**config.mk**
```make
export PLATFORM = sky130hd
export DESIGN_NAME = current_pi_ctrl
export DESIGN_NICKNAME = d
export VERILOG_FILES = /design/src/rtl/motor_ctrl_pkg.sv /design/src/rtl/tick_divider.sv /design/src/rtl/current_pi_ctrl.sv
export SDC_FILE = /design/constraint.sdc
export NUM_CORES = 1
export LEC_CHECK = 0
export CAP_MARGIN = 20
export CORE_UTILIZATION = 60
export DETAILED_ROUTE_END_ITERATION = 12
export PLACE_DENSITY = 0.89
export SKIP_CTS_REPAIR_TIMING = 1
export SLEW_MARGIN = 0
export SYNTH_ARGS = -nofsm -noshare
export SYNTH_HDL_FRONTEND = slang
export SYNTH_HIERARCHICAL = 1
export SYNTH_SLANG_ARGS = --single-unit
```
**constraint.sdc**
```tcl
create_clock -name c20k -period 6.8 [get_ports c20k]
set_clock_uncertainty 0.15 [all_clocks]
set_input_delay 1.36 -clock c20k [delete_from_list [all_inputs] [get_ports c20k]]
set_output_delay 1.36 -clock c20k [all_outputs]
set_load 0.05 [all_outputs]
```
**src/rtl/motor_ctrl_pkg.sv**
```systemverilog
// Shared definitions for the motor current and speed control loops:
// loop FSM encoding, default gain shifts and the output saturating clamp.
package motor_ctrl_pkg;

    typedef enum logic [1:0] {
        PI_IDLE,
        PI_WAIT,
        PI_CALC,
        PI_APPLY
    } pi_state_t;

    localparam int unsigned DEF_KP_SHIFT = 4;
    localparam int unsigned DEF_KI_SHIFT = 8;

    // Clamp a signed value into [0, 2^outW-1]; hi/lo report which bound was hit.
    function automatic logic [63:0] clampUnsigned(
        input  logic signed [63:0] val,
        input  int unsigned        outW,
        output logic               hi,
        output logic               lo
    );
        logic signed [63:0] maxVal;
        logic        [63:0] result;
        maxVal = (64'sd1 <<< outW) - 64'sd1;
        hi     = 1'b0;
        lo     = 1'b0;
        if (val > maxVal) begin
            hi     = 1'b1;
            result = maxVal;
        end else if (val < 64'sd0) begin
            lo     = 1'b1;
            result = '0;
        end else begin
            result = val;
        end
        return result;
    endfunction

endpackage

```
**src/rtl/tick_divider.sv**
```systemverilog
// Free-running modulo-DIV counter producing a one-cycle tick on its last count.
module tick_divider #(
    parameter int unsigned DIV = 256
) (
    input  logic clk,
    input  logic rst,
    output logic tick
);

    localparam int unsigned CNT_W = (DIV > 1) ? $clog2(DIV) : 1;
    localparam logic [CNT_W-1:0] LAST = CNT_W'(DIV - 1);

    logic [CNT_W-1:0] tickCnt;

    always_ff @(posedge clk) begin
        if (rst) begin
            tickCnt <= '0;
        end else if (tickCnt == LAST) begin
            tickCnt <= '0;
        end else begin
            tickCnt <= tickCnt + CNT_W'(1);
        end
    end

    assign tick = (tickCnt == LAST);

endmodule

```
**src/rtl/current_pi_ctrl.sv**
```systemverilog
// PI motor current regulator: ticked error evaluation, clamped duty output,
// integrator anti-windup, stale-sample detection and zero-assist shutdown.
module current_pi_ctrl
    import motor_ctrl_pkg::*;
#(
    parameter int unsigned DATA_W   = 12,
    parameter int unsigned OUT_W    = 8,
    parameter int unsigned DIV      = 256,
    parameter int unsigned KP_SHIFT = DEF_KP_SHIFT,
    parameter int unsigned KI_SHIFT = DEF_KI_SHIFT,
    parameter int unsigned ACC_W    = 24
) (
    input  logic              c20k,
    input  logic              rst,
    input  logic              enable,
    input  logic [DATA_W-1:0] setpoint,
    input  logic [DATA_W-1:0] feedback,
    input  logic              sample_valid,
    output logic [OUT_W-1:0]  duty,
    output logic              update,
    output logic              sat_hi,
    output logic              sat_lo,
    output logic              stale,
    output logic [DATA_W:0]   error
);

    pi_state_t state, stateNext;

    logic tick;
    logic hasSample;
    logic calcEn;
    logic applyEn;
    logic staleHit;
    logic tickTaken;

    logic [DATA_W-1:0] fbQ;
    logic              fresh;
    logic              zeroQ;

    logic signed [DATA_W:0]  errC;
    logic signed [DATA_W:0]  errQ;
    logic signed [ACC_W-1:0] integ;
    logic signed [ACC_W-1:0] integNextC;
    logic signed [ACC_W-1:0] integNextQ;
    logic signed [ACC_W:0]   integSum;
    logic signed [ACC_W:0]   sumC;

    logic [OUT_W-1:0] dutyC;
    logic             hiC;
    logic             loC;
    logic             holdInteg;

    tick_divider #(.DIV(DIV)) uTickDiv (
        .clk  (c20k),
        .rst  (rst),
        .tick (tick)
    );

    always_ff @(posedge c20k) begin
        if (rst) begin
            state <= PI_IDLE;
        end else begin
            state <= stateNext;
        end
    end

    // A strobe landing on the tick cycle counts as fresh for that tick.
    assign hasSample = fresh | sample_valid;

    always_comb begin
        stateNext = state;
        calcEn    = 1'b0;
        applyEn   = 1'b0;
        staleHit  = 1'b0;
        tickTaken = 1'b0;
        if (!enable) begin
            stateNext = PI_IDLE;
        end else begin
            case (state)
                PI_IDLE: stateNext = PI_WAIT;
                PI_WAIT: begin
                    if (tick) begin
                        if (hasSample) begin
                            stateNext = PI_CALC;
                            tickTaken = 1'b1;
                        end else begin
                            staleHit = 1'b1;
                        end
                    end
                end
                PI_CALC: begin
                    stateNext = PI_APPLY;
                    calcEn    = 1'b1;
                end
                PI_APPLY: begin
                    stateNext = PI_WAIT;
                    applyEn   = 1'b1;
                end
                default: stateNext = PI_IDLE;
            endcase
        end
    end

    always_comb begin
        errC     = $signed({1'b0, setpoint}) - $signed({1'b0, fbQ});
        integSum = (ACC_W+1)'(integ) + (ACC_W+1)'(errC);
        if (integSum[ACC_W] != integSum[ACC_W-1]) begin
            integNextC = integSum[ACC_W] ? {1'b1, {(ACC_W-1){1'b0}}}
                                         : {1'b0, {(ACC_W-1){1'b1}}};
        end else begin
            integNextC = integSum[ACC_W-1:0];
        end
    end

    always_comb begin
        hiC       = 1'b0;
        loC       = 1'b0;
        sumC      = (ACC_W+1)'(errQ >>> KP_SHIFT) + (ACC_W+1)'(integNextQ >>> KI_SHIFT);
        dutyC     = OUT_W'(clampUnsigned(64'(sumC), OUT_W, hiC, loC));
        // Freeze the integrator only when the error drives deeper into the active clamp.
        holdInteg = (hiC && !errQ[DATA_W] && (errQ != '0)) || (loC && errQ[DATA_W]);
    end

    always_ff @(posedge c20k) begin
        if (rst) begin
            fbQ        <= '0;
            fresh      <= 1'b0;
            zeroQ      <= 1'b0;
            errQ       <= '0;
            integ      <= '0;
            integNextQ <= '0;
            duty       <= '0;
            update     <= 1'b0;
            sat_hi     <= 1'b0;
            sat_lo     <= 1'b0;
            stale      <= 1'b0;
            error      <= '0;
        end else begin
            update <= 1'b0;
            if (sample_valid) begin
                fbQ   <= feedback;
                fresh <= 1'b1;
            end
            if (tick) begin
                fresh <= 1'b0;
            end
            if (staleHit) begin
                stale <= 1'b1;
            end
            if (tickTaken) begin
                stale <= 1'b0;
            end
            if (calcEn) begin
                errQ       <= errC;
                integNextQ <= integNextC;
                zeroQ      <= (setpoint == '0);
            end
            if (!enable) begin
                duty  <= '0;
                integ <= '0;
            end else if (applyEn) begin
                update <= 1'b1;
                error  <= errQ;
                if (zeroQ) begin
                    duty   <= '0;
                    integ  <= '0;
                    sat_hi <= 1'b0;
                    sat_lo <= 1'b0;
                end else begin
                    duty   <= dutyC;
                    sat_hi <= hiC;
                    sat_lo <= loC;
                    if (!holdInteg) begin
                        integ <= integNextQ;
                    end
                end
            end
        end
    end

endmodule

```
* Word level (Yosys, flattened, before mapping)
Index checks and enable logic that the tools add are counted.
Cells by class: $add $sub $neg 4, $lt $le $gt $ge 2, eq/ne operators 8, multiplexer cells 28, bitwise operators 2, reduce and logical (&&, ||, !) cells 15
Operators with widths (number):
- two-way mux 24 bit | 4
- adder 24 x 13 -> 25 bit | 1
- two-way mux 8 bit | 3
- two-way mux 1 bit | 18
- adder 9 x 16 -> 17 bit | 1
- > comparator 17 x 9 -> 1 bit (second input constant) | 1
- < comparator 17 x 1 -> 1 bit (second input constant) | 1
- nonzero test 13 bit | 1
- subtractor 12 x 12 -> 13 bit | 1
- zero test 12 bit | 1
- adder 8 x 1 -> 8 bit (second input constant) | 1
- equality test 8 bit (second input constant) | 1
- OR reduction 2 bit | 4
- inequality test 2 bit (second input constant) | 3
- case mux 2 bit (3 select lines) | 1
- AND reduction 2 bit | 3
- equality test 2 bit (second input constant) | 2
- two-way mux 2 bit | 2
- logical AND 1 bit | 3
- equality test 2 x 1 -> 1 bit (second input constant) | 1
- zero test 2 bit | 1
- zero test 1 bit | 1
- logical OR 1 bit | 1
- inequality test 1 bit | 1
- other kinds (2) | 2
Word-level totals: register bits after elaboration 110, input port bits 28

* Longest topological paths before layout
Gate-level depths: netlist of the first run.
word-level depth 8, mapped depth 24, mapped depth without buffers 23

* By module
The synthesis of the first run kept the hierarchy.
By module, submodules not included:
- current_pi_ctrl | times used 1, cells each 854, area each 7003.0 µm², seq. area each 2042.0 µm²
- tick_divider | times used 1, cells each 38, area each 335.3 µm², seq. area each 160.2 µm²

* Worst setup path before layout of the first run
No wires, ideal clock.
path type input to register, start point input port setpoint[0], end point register integNextQ[22], setup time 0.091 ns, arrival 6.042 ns, required time 6.559 ns, slack 0.517 ns, cell stages on the path 24, path buffers 1, cells stage by stage inv_1 > ha_1 > inv_1 > fa_1 > a21o_1 > a21oi_1 > o21ai_0 > a21oi_1 > o21ai_0 > a21oi_1 > o21a_1 > o21bai_1 > a21oi_1 > ha_1 > clkbuf_1 > a21o_1 > a21o_1 > a221o_1 > or3_1 > o211ai_1 > nand3_1 > o31ai_1 > o21ai_0 > a311oi_1
On the way: longest elaborated chain between the ends 4, elaborated cells between the ends (all ways) 5, classes of those cells add/sub: 2; eq/ne: 1; mux: 2
Ends and longest elaborated chain:
- start, declared | RTL line current_pi_ctrl.sv:16 | input logic [DATA_W-1:0] setpoint,
- subtractor 12 x 12 -> 13 bit * | RTL line current_pi_ctrl.sv:105 | errC = $signed({1'b0, setpoint}) - $signed({1'b0, fbQ});
- named net errC[12] | RTL line current_pi_ctrl.sv:40 | logic signed [DATA_W:0] errC;
- adder 24 x 13 -> 25 bit * | RTL line current_pi_ctrl.sv:106 | integSum = (ACC_W+1)'(integ) + (ACC_W+1)'(errC);
- two-way mux 24 bit or inequality test 1 bit (tied branches) | RTL line current_pi_ctrl.sv:108, current_pi_ctrl.sv:107
- two-way mux 24 bit * | RTL line current_pi_ctrl.sv:107 | if (integSum[ACC_W] != integSum[ACC_W-1]) begin
- end signal, assigned | RTL line current_pi_ctrl.sv:155 | integNextQ <= integNextC;
- end, declared | RTL line current_pi_ctrl.sv:44 | logic signed [ACC_W-1:0] integNextQ;
The timed path passes the listed nets; every way through them passes the cells marked *. A chain may end at the register's enable or synchronous reset.

* Worst setup path in the final report of the first run
Same ends and word-level chain as after synthesis.

==> summary.md, run 1 <==
| Metric | Value |
|---|---|
| Cell Int Power | ~1.1 mW |
| Leakage | 3.324 nW |
| Clk sinks | 110 |
| First-pass GRT wire length | slightly above 30,000 µm |
| Final setup viols | 0 |
| Crit Path Class | in -> reg |
| Worst Hold Class | reg -> reg |
| CTS tree | yes |
| Post-synth EDFFs | 0 |
| Mapped Cells | approximately 890 |
| Routed Antenna Nets | 0 |
| Worst Setup End Kind | register |
| Worst path max stage delay | around 0.42 ns |
| Rows | 40 |
| Critical Path Start | setpoint[0] |
| RSZ-0062 raised after global routing | false |
| Logic gate share of total power | a little over a fifth |
| Final net count | slightly above 1,000 |
| Setup slack after layout | about 0.46 ns |
| Crit path to | integNextQ[22] |
| Reg clk slew, reported paths | ~0.07 ns |
| Critical path depth | 25 |
| Sequential share of power | about 43% |
| Final HPWL DP | between 10,000 and 15,000 µm |
| Synth cell types | 79 |
| Worst Tran Pin Value | a little under 0.9 ns |
| R2R cell count | 23 |
| Net switching power | roughly 0.47 mW |
| Register area share after synthesis | between 30% and 40% |
| H-tree levels | 3 |
| Core area | around 0.012 mm² |
| GRT Resource Usage Total | 29.80% |
| Most used cell along the critical path | a21oi_1 |
| Total gr overflow | 0 |
| Syn Area/Cell | a little over 8 µm² |
| Max clock buf depth | 2 |
| Clk pwr share | a little over a third |
| Slowest-stage cell, CP | clkdlybuf4s50_1 |
| P per Cell Area | 187.1 mW/mm² |
| Die W | around 110 µm |
| Max VDD drop | roughly 0.18 mV |
| Initial Util | ~61% |
| Die area | 0.01268 mm² |
| Relative slew slack | 40.40% |
| Area Overhead vs Synth | 13.78% |
| Worst R2R End | integNextQ[22] |
| Outcome | complete, no violations |
| CP Data Required Time | approximately 6.9 ns |
| I/O pin count | between 50 and 60 |
| Worst reg2reg setup slack | approximately 1.6 ns |
| Port buffer count | 52 |
| Share of cells above drive strength 1 | a little under an eighth |
| Most used DFF post-synth | dfxtp_1 |
| Inserted Diodes | 0 |
| R2R Path Start | fbQ[0] |
| Drt via density | roughly 6.4 |
| Fin crit period | about 6.3 ns |
| DRC | 0 |
| Place WS | around 0.05 ns |
| CP Launch Type | primary input |
| Filler cells | between 800 and 900 |
| Synth Register Bits | 110 |
| Vert. Die Dim | 112.6 µm |
| Final hold vios | 0 |
| Vias | 6,965 |
| Post-synthesis cell area | 0.007338 mm² |
| Placed cells | 1,066 |
| Slew Limit Fails | 0 |
| Vias in the first global route | around 6,400 |
| Post-Route WL | 18,510 µm |
| CP Data Arrival Time | 6.45 ns |
| Yosys warns | 6 |
| Worst Path Max Fanout | 12 |
| Iter 0 DRT Violations | between 600 and 700 |
| Final Cycle Share | between 90 and 100% |
| Total of max-cap violations | 0 |
| CP top delay family | compound AO/OA/AOI/OAI gates |
| Synth top area cells | dfxtp_1, ha_1, a21oi_1 |
| Clock root cell | clkbuf_16 |
| Antenna violations before repair | 0 |
| DRT Pass-1 Iters | 5 |
| Fmax | approximately 0.16 GHz |
| Final GP Congestion | approximately 0.95 |
| Cts bufs inserted | 9 |
| Crit path buffers/inverters | 4 |
| Clk Latency, worst-skew pair | approximately 0.36 ns |
| WL/cell | around 17 µm |
| Synth top area share | a little under a third |
| TNS Setup | 0 ns |
| Async set or reset register ratio after synthesis | 0% |
| Top cell type by total area after synthesis | dfxtp_1 |
| Switching portion of total power | roughly 30% |
| Largest net degree at the start of global routing | 80 |
| Post-Syn Nets | just under 1,000 |
| Fin cells | roughly 1,100 |
-- final cells by class --
type                       count  area (µm²)  area share (%)
multi-input combinational    693        4788           57.35
sequential                   110        2202           26.37
timing repair buffer          77       703.2           8.422
clock buffer                  11       252.7           3.027
tap                          147       183.9           2.203
inverter                      42       157.7           1.888
clock inverter                 5       61.31          0.7343
-- flip-flops by register name, indices dropped and copies added, names as in the netlist --
register and flops:
sat_hi 1, uTickDiv/tickCnt 8, integNextQ 24, fresh 1, duty 8, integ 24, sat_lo 1, state 2
error 13, update 1, stale 1, zeroQ 1, errQ 13, fbQ 12
-- power groups by stage --
stage	sequential, mW	combinational [mW]	clock, mW
after detailed placement	0.686	0.316	0
after global routing	0.673	0.360	0.594
after global placement	0.685	0.308	0
final	0.671	0.330	0.561
after CTS	0.671	0.320	0.563
after floorplan	0.682	0.235	0
-- layer usage --
layer,vias up,track usage (%),routed length [µm]
met2,247,50.82,8971
met5,-,0,0
met3,24,6.102,1167
met1,3328,38.57,8113
li1,3366,-,-
met4,0,7.111,255
-- worst min path at each step --
| stage | from | end | slack, ns | depth (start not counted) |
|---|---|---|---|---|
| after floorplan | uTickDiv/tickCnt[0] | uTickDiv/tickCnt[0] | 0.29 | 1 |
| after global placement | sat_lo | sat_lo | 0.29 | 2 |
| after detailed placement | sat_lo | sat_lo | 0.29 | 2 |
| after CTS | sat_lo | sat_lo | 0.30 | 2 |
| after global routing | sat_lo | sat_lo | 0.33 | 2 |
| final | sat_lo | sat_lo | 0.30 | 2 |
-- cell usage in the layout, fill, tap and decap left out, drive strengths merged, types with 16 or more instances in the layout --
cell           count
o211ai            21
nor3              20
clkdlybuf4s50     51
xnor2             24
dfxtp            110
ha                57
nand3             18
nor2              85
a211oi            30
buf               26
o21ai             53
a21oi            102
inv               45
a32o              16
nand2             76
-- per-stage QoR --
step | total power, mW | instance area, µm² | util (%) | hold WS [ns]
2_1_floorplan | 0.9176 | 7338 | - | 0.2905
3_3_place_gp | 0.9927 | 7996 | 66.85 | 0.2902
3_5_place_dp | 1.002 | 7996 | 66.85 | 0.2939
4_1_cts | 1.553 | 8310 | 69.48 | 0.3032
5_1_grt | 1.627 | 8349 | 69.80 | 0.3253
6_report | 1.562 | 8349 | 69.80 | 0.3033
-- cells by family after synthesis --
logic type | synth area share [%]
AOI/OAI and AO/OA | 29.00
xor gates and xnor gates | 4.535
adders and majority gates | 10.54
buffers and inverters | 5.132
DFF | 30.01
muxes | 1.773
and+or+nand+nor | 19.01
-- cells in the mapped netlist, types with 8 or more instances --
library cell and count:
xnor2_1 24, a21oi_1 92, o21bai_1 11, ha_1 57
xor2_1 14, o211ai_2 9, mux2i_1 13, nor4b_1 8
inv_1 42, nand2_1 75, o21ai_0 52, nor3_1 19
nand3_1 15, a21oi_2 10, nand4_1 8, or3_1 10
dfxtp_1 110, a21o_1 13, a32o_2 16, nor2_1 85
o211ai_1 12, clkbuf_1 36, nor4_1 9, nand3b_1 14
a211oi_1 29
-- tightest hold or removal path, cell delays in order, from the launching register on --
cell     delay (ns)
dfxtp_1        0.31
nand2_1        0.05
a21oi_1        0.05
(Power assumes the default switching activity.)
==> run 2: changes to the inputs <==
- CORE_ASPECT_RATIO: default -> 1.5
- CORE_MARGIN: default -> 2
- SETUP_SLACK_MARGIN: default -> 0.1
==> summary.md, run 2 (synthesized netlist as in run 1, its figures left out) <==
| Metric | Value |
|---|---|
| Logic gate share of total power | roughly 22% |
| Total of max-cap violations | 0 |
| Biggest regs | integNextQ (24), integ (24) |
| Leakage | about 3.4 nW |
| CP Launch Type | primary input |
| Fmax | 0.1541 GHz |
| CP Data Arrival Time | 6.61 ns |
| Post-DP Area | about 0.008 mm² |
| Final net count | around 1,000 |
| Inserted Diodes | 0 |
| Max clock buf depth | 2 |
| First-pass GRT wire length | approximately 32,000 µm |
| Antenna violations before repair | 0 |
| Filler cells | roughly 900 |
| Fin area | 0.008463 mm² |
| Register area | ~0.0022 mm² |
| Core area | between 0.01 and 0.015 mm² |
| Most frequent cells in the layout | dfxtp_1, a21oi_1, nor2_1 |
| DRT Pass-1 Iters | 6 |
| Clk pwr share | between 30% and 40% |
| Routed Antenna Nets | 0 |
| Worst Tran Pin Value | a little under 0.9 ns |
| Worst Path Max Fanout | 8 |
| Die W | between 90 and 100 µm |
| Worst Setup End Kind | register |
| Max VDD drop | around 0.13 mV |
| Share of cells above drive strength 1 | between 10% and 20% |
| Port buffer count | 52 |
| Commonest non-fill, non-tap cell in the layout | dfxtp_1 |
| Final setup viols | 0 |
| Net switching power | between 0.5 and 0.6 mW |
| Clock root cell | clkbuf_16 |
| Initial Util | 61.38% |
| Slew Limit Fails | 0 |
| H-tree levels | 3 |
| P per Cell Area | approximately 190 mW/mm² |
| Crit Path Class | in -> reg |
| Cts bufs inserted | 9 |
| Largest net degree at the start of global routing | 80 |
| Sequential share of power | between 40% and 50% |
| Worst Hold Class | reg -> reg |
| Switching portion of total power | about a third |
| RSZ-0062 raised after global routing | false |
| Final GP Congestion | approximately 0.95 |
| Post-Route WL | about 20,000 µm |
| Hold_ws | a little over 0.3 ns |
| Cell Int Power | ~1.1 mW |
| Vert. Die Dim | about 140 µm |
| Vias in the first global route | 6,911 |
| Relative slew slack | around 42% |
| DRC | 0 |
| Iter 0 DRT Violations | 740 |
| I/O pin count | 53 |
| CTS tree | yes |
| Final Cycle Share | a little over nine tenths |
| Total gr overflow | 0 |
| GRT Resource Usage Total | ~30% |
| Rows | 49 |
| Outcome | complete, no violations |
| Die area | roughly 0.013 mm² |
| CP Data Required Time | 6.92 ns |
| WL/cell | ~18 µm |
| Reg clk slew, reported paths | ~0.08 ns |
| Area Overhead vs Synth | 15.33% |
| Final HPWL DP | 14,080 µm |
| Vias | between 7,000 and 8,000 |
| Area of the multi-input gates | ~0.0048 mm² |
| Final hold vios | 0 |
| Clk Latency, worst-skew pair | 0.36 ns |
| Drt via density | roughly 6.5 |
| Fin crit period | 6.490 ns |
| Clk sinks | 110 |
==> run 2: metal layers <==
metal  share of wire (%)  track usage [%]
met1                  39            34.66
met2                  51            52.82
met3                 6.0            4.115
met4                 4.3            14.57
met5                   0                0
==> run 2: final cells by class <==
| cell class | instances | share of cell area (%) |
|---|---|---|
| tap | 153 | 2.262 |
| clock buffer | 9 | 2.661 |
| multi-input combinational | 693 | 56.71 |
| timing repair buffer | 89 | 9.373 |
| clock inverter | 7 | 1.109 |
| sequential | 110 | 26.02 |
| inverter | 42 | 1.863 |
==> run 2: critical path, stage by stage <==
cell and delay, ns:
clkdlybuf4s50_1 0.43, inv_1 0.07, ha_1 0.17, inv_1 0.06, fa_2 0.37, a21o_1 0.19, a21oi_2 0.17, o21ai_0 0.14
a21oi_2 0.19, o21ai_0 0.12, a21oi_2 0.20, o21a_1 0.21, o21bai_1 0.08, a21oi_1 0.17, buf_4 0.21, ha_1 0.26
buf_4 0.16, a21oi_1 0.14, o21ai_0 0.19, a21oi_1 0.23, o21ai_0 0.24, a2111o_1 0.48, a31oi_1 0.22, xnor2_1 0.17
o21ai_0 0.12, a311oi_1 0.25
==> run 2: worst paths after layout <==
path / slack [ns] / startpoint / to / cells after the start
worst max-delay path: 0.31 / setpoint[0] / integNextQ[21] / 26
worst min-delay path: 0.31 / error[12] / error[12] / 2
worst max register to register: 1.43 / fbQ[0] / integNextQ[21] / 24
worst min register to register: 0.31 / error[12] / error[12] / 2
==> run 2: stage by stage <==
| step | util [%] | instances | TNS, ns | setup WS [ns] | power, mW |
|---|---|---|---|---|---|
| 2_1_floorplan | - | 892 | 0 | 0.5168 | 0.9176 |
| 3_3_place_gp | 67.58 | 1082 | 0 | 0.1510 | 0.9975 |
| 3_5_place_dp | 67.58 | 1082 | -0.5738 | -0.09467 | 1.007 |
| 4_1_cts | 70.25 | 1098 | 0 | 0.1161 | 1.557 |
| 5_1_grt | 70.79 | 1103 | 0 | 0.05817 | 1.627 |
| 6_report | 70.79 | 1103 | 0 | 0.3099 | 1.572 |
==> run 2: power by group through the flow <==
stage	sequential [mW]	clock [mW]	combinational, mW
after floorplan	0.682	0	0.235
after global placement	0.685	0	0.313
after detailed placement	0.685	0	0.321
after CTS	0.670	0.559	0.327
after global routing	0.673	0.580	0.374
final	0.671	0.553	0.347
==> run 3: changes to the inputs <==
- SKIP_CTS_REPAIR_TIMING: 1 -> default
==> results of run 3 <==
Final layout, timing and power as in run 2 (identical DEF).
